[src/rtl/minisrc_int_pkg.sv]
// Shared types and constants for the Mini SRC interrupt controller.
package minisrc_int_pkg;

  localparam int          IRQ_ID_W      = 4;
  localparam logic [31:0] DEF_VEC_BASE  = 32'h0000_0100;
  localparam int          DEF_VEC_SHIFT = 4;

  typedef enum logic [1:0] {
    IDLE    = 2'd0,
    REQ     = 2'd1,
    SERVICE = 2'd2
  } int_state_t;

endpackage

[src/rtl/irq_sync_edge.sv]
// Two-flop synchronizer plus a history flop per line; reports rising edges.
module irq_sync_edge #(
  parameter int W = 8
) (
  input  logic         clk_i,
  input  logic         rst_i,
  input  logic [W-1:0] async_i,
  output logic [W-1:0] edge_o
);

  logic [W-1:0] sync1_q, sync2_q, sync3_q;

  // Shift raw lines through the synchronizer and the edge-history stage.
  always_ff @(posedge clk_i or posedge rst_i) begin
    if (rst_i) begin
      sync1_q <= '0;
      sync2_q <= '0;
      sync3_q <= '0;
    end else begin
      sync1_q <= async_i;
      sync2_q <= sync1_q;
      sync3_q <= sync2_q;
    end
  end

  assign edge_o = sync2_q & ~sync3_q;

endmodule

[src/rtl/interrupt_ctrl.sv]
// Mini SRC interrupt controller: pending/mask/IE gating, fixed priority
// (line 0 highest), and a non-nesting request/ack/iret handshake.
//
// state   | meaning
// IDLE    | no request outstanding; picks the best eligible line
// REQ     | Interrupts asserted for sel_id, waiting for int_ack
// SERVICE | handler running, waiting for iret
module interrupt_ctrl
  import minisrc_int_pkg::*;
#(
  parameter int          NUM_IRQ   = 8,
  parameter logic [31:0] VEC_BASE  = DEF_VEC_BASE,
  parameter int          VEC_SHIFT = DEF_VEC_SHIFT
) (
  input  logic                Clock,
  input  logic                Reset,
  input  logic [NUM_IRQ-1:0]  irq_in,
  input  logic                mask_wr,
  input  logic [NUM_IRQ-1:0]  mask_data,
  input  logic                ie_set,
  input  logic                ie_clr,
  input  logic                int_ack,
  input  logic                iret,
  output logic                Interrupts,
  output logic [31:0]         int_vector,
  output logic [IRQ_ID_W-1:0] int_id,
  output logic                in_service,
  output logic [NUM_IRQ-1:0]  pending_o,
  output logic                ie_o
);

  int_state_t          state_q, state_d;
  logic [IRQ_ID_W-1:0] sel_q, sel_d, sel_next;
  logic [NUM_IRQ-1:0]  pending_q, pending_d;
  logic [NUM_IRQ-1:0]  mask_q, mask_d;
  logic                ie_q, ie_d;
  logic                req_q, svc_q;
  logic [NUM_IRQ-1:0]  irq_edge, eligible, clr_vec, sel_mask;
  logic [31:0]         id_ext;

  irq_sync_edge #(.W(NUM_IRQ)) u_sync (
    .clk_i   (Clock),
    .rst_i   (Reset),
    .async_i (irq_in),
    .edge_o  (irq_edge)
  );

  assign eligible = ie_q ? (pending_q & mask_q) : '0;
  // Shifting instead of indexing keeps the 4-bit ID legal for any NUM_IRQ.
  assign sel_mask = mask_q >> sel_q;

  // Lowest set index of the eligible vector wins.
  always_comb begin
    sel_next = '0;
    for (int i = NUM_IRQ - 1; i >= 0; i--) begin
      if (eligible[i]) sel_next = IRQ_ID_W'(i);
    end
  end

  // Next-state, IE, pending and mask update; a clear of IE always wins last.
  always_comb begin
    state_d = state_q;
    sel_d   = sel_q;
    clr_vec = '0;
    ie_d    = ie_q;
    if (ie_set) ie_d = 1'b1;
    unique case (state_q)
      IDLE: begin
        if (|eligible) begin
          sel_d   = sel_next;
          state_d = REQ;
        end
      end
      REQ: begin
        if (int_ack) begin
          clr_vec = NUM_IRQ'(1) << sel_q;
          ie_d    = 1'b0;
          state_d = SERVICE;
        end else if (!ie_q || !sel_mask[0]) begin
          state_d = IDLE;
        end
      end
      SERVICE: begin
        if (iret) begin
          ie_d    = 1'b1;
          state_d = IDLE;
        end
      end
      default: state_d = IDLE;
    endcase
    if (ie_clr) ie_d = 1'b0;
    // A fresh edge on the line being acknowledged keeps it pending.
    pending_d = (pending_q & ~clr_vec) | irq_edge;
    mask_d    = mask_wr ? mask_data : mask_q;
  end

  // State and control registers; outputs are decoded from state_d so they are flops.
  always_ff @(posedge Clock or posedge Reset) begin
    if (Reset) begin
      state_q   <= IDLE;
      sel_q     <= '0;
      pending_q <= '0;
      mask_q    <= '0;
      ie_q      <= 1'b0;
      req_q     <= 1'b0;
      svc_q     <= 1'b0;
    end else begin
      state_q   <= state_d;
      sel_q     <= sel_d;
      pending_q <= pending_d;
      mask_q    <= mask_d;
      ie_q      <= ie_d;
      req_q     <= (state_d == REQ);
      svc_q     <= (state_d == SERVICE);
    end
  end

  assign id_ext     = {{(32 - IRQ_ID_W){1'b0}}, sel_q};
  assign int_vector = req_q ? (VEC_BASE + (id_ext << VEC_SHIFT)) : 32'h0;
  assign Interrupts = req_q;
  assign in_service = svc_q;
  assign int_id     = sel_q;
  assign pending_o  = pending_q;
  assign ie_o       = ie_q;

endmodule

[config.mk]
export PLATFORM = sky130hd
export DESIGN_NAME = interrupt_ctrl
export DESIGN_NICKNAME = d
export VERILOG_FILES = /design/src/rtl/minisrc_int_pkg.sv /design/src/rtl/irq_sync_edge.sv /design/src/rtl/interrupt_ctrl.sv
export SDC_FILE = /design/constraint.sdc
export NUM_CORES = 1
export LEC_CHECK = 0
export CAP_MARGIN = 20
export CORE_AREA = 2 2 73 75
export DETAILED_ROUTE_END_ITERATION = 8
export DIE_AREA = 0 0 75 77
export GPL_TIMING_DRIVEN = 0
export PLACE_DENSITY_LB_ADDON = 0.15
export SLEW_MARGIN = 20
export SYNTH_ARGS = -nofsm -noshare
export SYNTH_HDL_FRONTEND = slang
export SYNTH_SLANG_ARGS = --single-unit
[constraint.sdc]
create_clock -name Clock -period 4.26 [get_ports Clock]
set_clock_uncertainty 0.05 [all_clocks]
set_input_delay 0.639 -clock Clock [delete_from_list [all_inputs] [get_ports Clock]]
set_output_delay 0.639 -clock Clock [all_outputs]
set_load 0.02 [all_outputs]
==> reports/results.ini <==
[finish]
finalNonFillerCells=339
layout-area-overhead-vs-synth_pct=34.1
final_layout_size_suffix_gt1_frac=0.204
fill_cells=448
diodes=0
num-nets-final=295
final_area_um2=2910
postLayoutCoreUtil=0.585

[critical_path]
crit_chain=buf_6, and2_1, clkdlybuf4s50_1
reg2reg_from=int_id[1]
critPathCaptureType=output pin
startpoint=int_id[1]
critPathMaxFanout=10
cpPeakStageDelay_ns=0.59
critPathSlowestCell=clkdlybuf4s50_1
crit_required_ns=3.57
cp.arrival_ns=1.62
start_kind=flip-flop
crit_type=reg2out

[global_route]
grt_max_degree=37
grt_overflow=0
track_usage=0.148
grt_pass1_vias=1461
grt_pass1_wl_um=6490
antenna_found_initial=0

[clock_network]
cts_root_buf=clkbuf_8
clk_latency_ns=0.30
cts-resized-gates=0
cts.sinks=48
cts-buffers-inserted=5
cts_setup_buffers=0
clk_path_buf_depth=2
ctsHoldBuffers=0
htree_levels=2
clk_pin_slew_worst_paths_ns=0.09
cts_tree=done

[yosys]
synth_top_area_share=0.553
netlist_top_cells_area=dfrtp_1 (55%), buf_4 (10%), o21ai_0 (4.1%)
netlist_instances=193
synth.avg_cell_area_um2=11.3
post-synth-top-count-cell=dfrtp_1
syn_area_um2=2170
yosysTopAreaCell=dfrtp_1
synth-seq-cells=48
seq_area_frac_synth=0.553
synth_edf_count=0
yosys-top-cells-count=dfrtp_1 (48), buf_4 (30), o21ai_0 (18), inv_1 (16), nand2_1 (15)
async_flop_share=1.00
ys_types=38
synthFlopType=dfrtp_1
yosys_warnings=0

[floorplan]
die_area_um2=5780
io_pins=70
coreArea_um2=4980
rows=26
initial_utilization=0.436
die_x_um=75
die_h_um=77

[routing]
drt-total-wl_um=3790
wire_per_inst_um=11.2
firstDrtPassIters=4
drtAntennaViolNets=0
drt_drc_violations_left=0
dr_total_vias=1459
routed_via_density=4.30
drtIter0Drc=98

[pwr]
p_leak_nw=1.38
comb_power_share=0.366
power.density_nw_per_um2=529
p_switching_mw=0.516
pwr-share-seq=0.380
worst_ir_drop_vdd_uv=236
p_sw_frac=0.334
p_int_mw=1.03
power_frac_clock=0.253

[placement]
place_congestion=0.814
dpl_cell_area_um2=2780
port-buffer-count=39
dp_cells=331
place_hpwl_um=2940

[sta]
finalSetupTns_ns=0
final-setup-viol-count=0
drv_slew=0
rsz0062_at_grt=no
finalCritPeriodShare=0.543
hold_violations=0
max_freq_mhz=433
hold_ws_ns=0.308
timing.final.crit_period_ns=2.31

[hold_path]
hp-class=reg2reg
min_from=u_sync.sync1_q[6]

[flow_run]
drv_cap=0

[outcome]
status=finished, final reports clean

## path summary, 6_finish.rpt
| path | end | slack, ns | depth (start not counted) |
|---|---|---|---|
| max in group asynchronous | u_sync.sync3_q[1] | 3.14 | 3 |
| setup reg to reg | in_service | 2.37 | 6 |
| min in group asynchronous | mask_q[0] | 0.55 | 2 |
| setup / recovery | int_vector[5] | 1.95 | 3 |
| hold / removal | u_sync.sync2_q[6] | 0.31 | 0 |
| hold reg to reg | u_sync.sync2_q[6] | 0.31 | 0 |
## cell usage in the layout (no fill, tap or decap), types with 2 or more instances in the layout
cell / count
nand3_1: 2
and2_1: 5
bufinv_16: 2
o31ai_1: 3
clkbuf_1: 2
dfrtp_1: 48
a22o_1: 5
ha_1: 4
nand2_1: 15
inv_1: 15
buf_4: 30
mux2_2: 8
clkdlybuf4s50_1: 39
a21oi_1: 5
a22oi_1: 2
mux2i_1: 2
o21ai_0: 18
clkbuf_8: 5
conb_1: 29
nor2_1: 4
nor2b_1: 3
## power by group through the flow
stage | registers [mW] | logic [mW] | clock network [mW]
2_1_floorplan | 0.627 | 0.334 | 0
3_3_place_gp | 0.594 | 0.559 | 0
3_5_place_dp | 0.597 | 0.565 | 0
4_1_cts | 0.588 | 0.567 | 0.403
5_1_grt | 0.599 | 0.626 | 0.420
6_report | 0.586 | 0.565 | 0.390
## stage by stage
stage	setup slack, ns	total power, mW
4_1_cts	1.92	1.56
5_1_grt	1.87	1.64
2_1_floorplan	2.43	0.961
6_report	1.95	1.54
3_3_place_gp	1.49	1.15
3_5_place_dp	2.03	1.16
## worst max-delay path, delay by kind of cell, from the launching register on
family | cells | cell delay, ns
flops | 1 | 0.44
buf+inv | 2 | 0.76
simple gates | 1 | 0.12
## cell type report
cell class                      instances  area [um2]  area share
Multi-Input combinational cell        123         767       0.263
Buffer                                 34         249      0.0855
Clock inverter                          3        68.8      0.0236
Inverter                               16        60.1      0.0206
Tap cell                               70        87.6      0.0301
Sequential cell                        48        1200       0.412
Clock buffer                            5        68.8      0.0236
Timing Repair Buffer                   40         410       0.141
## logic make-up (layout without fill, tap and decap cells)
family | count (synthesis) | in the layout | synth area share
DFF | 48 | 48 | 0.553
other | 1 | 29 | 0.00173
buffers and inverters | 50 | 98 | 0.142
and+or+nand+nor | 37 | 37 | 0.0922
adders and majority gates | 4 | 4 | 0.0230
muxes | 11 | 11 | 0.0559
AOI/OAI and AO/OA | 42 | 42 | 0.132
## sequential cells by signal, indices dropped and copies added (netlist names)
signal	cells
u_sync.sync1_q	8
Interrupts	1
mask_q	8
pending_o	8
u_sync.sync2_q	8
in_service	1
int_id	3
u_sync.sync3_q	8
state_q	2
ie_o	1
## routing by layer
layer	GRT usage	part of all wire
met5	0	0
met2	0.244	0.49
met3	0.0407	0.048
met4	0.0589	0.017
met1	0.180	0.44
(Power assumes the default switching activity.)
==> RTL change: new RTL, same settings <==
Encoding of `int_state_t`: now one-hot (3 bits for 3 states).
--- a/src/rtl/minisrc_int_pkg.sv
+++ b/src/rtl/minisrc_int_pkg.sv
@@ -6,8 +6,8 @@
   localparam int          DEF_VEC_SHIFT = 4;
 
-  typedef enum logic [1:0] {
-    IDLE    = 2'd0,
-    REQ     = 2'd1,
-    SERVICE = 2'd2
+  typedef enum logic [2:0] {
+    IDLE    = 3'b001,
+    REQ     = 3'b010,
+    SERVICE = 3'b100
   } int_state_t;
 
Check against the original RTL: no difference found for any inputs over 10 cycles, from zero or initial values and one cycle with Reset high; not proved beyond that.
==> RTL change against the original RTL <==
- total power fell by 18%
- worst setup slack improved by 24 ps
- final area fell by 5.5%
- routed wire length fell by 8.8%
- final cell count fell by 4.7%
- core utilization fell by 3.2 points
- synthesized area fell by 5.0%
- sequential share of layout area rose by 3.3 points
- sequential cell count rose by 1
==> RTL change: results (changes against the original RTL) <==
[metrics] leakage: 1.303 nW (-5.8%)
[metrics] routed wl met3: 248 µm (+36%)
[metrics] design internal power: 0.8513 mW (-17%)
[metrics] status: complete, no violations
[metrics] number of combinational gates with multiple inputs: 112 (-8.9%)
[metrics] global routing usage summed across all routing layers: 0.1387 (-0.009484)
[metrics] Routed WL: 3461 µm (-8.8%)
[metrics] CTS hold repair buffers: 0 (unchanged)
[metrics] register cell area after layout: 1227 µm² (+2.2%)
[metrics] DRC marker count from the first detailed-route iteration: 51 (-48%)
[metrics] Synth top cells by count: 48 x dfrtp_1, 30 x buf_4, 14 x nand2_1, 10 x inv_1, 9 x o21ai_0
[metrics] DP Wirelength: 2747 µm (-6.4%)
[metrics] Post-Syn Area per Cell: 11.66 µm² (+3.6%)
[metrics] fraction of final layout cells sized beyond drive strength 1: 0.2174 (+0.01293)
[metrics] largest net degree at the start of global routing: 29 (-22%)
[metrics] DR WL met2: 1806 µm (-3.7%)
[metrics] Multi-input gate area: 654.4 µm² (-15%)
[metrics] via count of the first global-routing pass: 1,352 (-7.5%)
[metrics] Repair and plain buffers: 73 (-1.4%)
[metrics] top cells by area in the synthesized netlist: dfrtp_1 58%, buf_4 11%, mux2_2 4.4%, nand2_1 2.5%, o21ai_0 2.2%
[metrics] dpl cells: 315 (-4.8%)
[metrics] WL/cell: 10.72 µm (-4.2%)
[metrics] data arrival time of the critical path: 1600 ps (-20 ps)
[metrics] net count of the finished layout: 275 (-6.8%)
[metrics] met1 Usage GRT: 0.1612 (-0.01892)
[metrics] global-route wire length before repair: 5996 µm (-7.6%)
[metrics] portion of the layout cell area used by clock cells: 0.03135 (-0.01590)
[metrics] area of all placed cells without fillers: 2754 µm² (-5.5%)
[metrics] cell area after placement: 2668 µm² (-3.9%)
[metrics] Async S/R FF share, synth: 1.000 (unchanged)
[metrics] met1 wire length: 1353 µm (-19%)
[metrics] number of inverters outside the clock class in the layout: 11 (-5)
[metrics] share of the yosys chip area belonging to registers: 0.5945 (+0.04155)
[metrics] Worst VDD drop: 0.3197 mV (+35%)
[metrics] Routability Congestion: 0.8039 (-1.2%)
[metrics] M2 GR Usage: 0.2360 (-0.007895)
[metrics] fillers: 458 (+2.2%)
[RTL change: path summary, 6_finish.rpt]
kind | start | endpoint | slack (ps) | depth (start not counted)
worst max-delay path | int_id[1]$_DFFE_PP0P_ | int_vector[5] | 1970 | 3
worst min-delay path | u_sync.sync1_q[1]$_DFF_PP0_ | u_sync.sync2_q[1]$_DFF_PP0_ | 300 | 0
worst max register to register | int_id[0]$_DFFE_PP0P_ | state_q[0]$_DFF_PP1_ | 2610 | 6
worst min register to register | u_sync.sync1_q[1]$_DFF_PP0_ | u_sync.sync2_q[1]$_DFF_PP0_ | 300 | 0
max in group asynchronous | Reset | state_q[0]$_DFF_PP1_ | 2980 | 3
min in group asynchronous | Reset | u_sync.sync2_q[1]$_DFF_PP0_ | 610 | 2
[RTL change: worst reg2reg max path, stage by stage (launching register included)]
cell and delay, ps:
dfrtp_1 390, buf_6 140, mux4_2 320, nor2_1 40
a31oi_1 130, o311ai_1 170, a221o_1 330
[RTL change: power by group through the flow]
| stage | clock (mW) | combinational (mW) | sequential, mW |
|---|---|---|---|
| final | 0.256 | 0.431 | 0.584 |
| after global routing | 0.288 | 0.480 | 0.597 |
| after CTS | 0.269 | 0.433 | 0.585 |
| after detailed placement | 0 | 0.432 | 0.595 |
| after global placement | 0 | 0.428 | 0.593 |
| after floorplan | 0 | 0.253 | 0.618 |
[RTL change: logic make-up (layout without fill, tap and decap cells)]
group                  count (synthesis)  count (layout)  share of synthesized area
other                                  1              29                   0.001816
flip-flops                            49              49                     0.5945
multiplexers                          12              12                    0.07030
buffers and inverters                 44              92                     0.1394
AND/OR/NAND/NOR                       35              35                    0.08546
AO/OA/AOI/OAI                         36              36                     0.1085
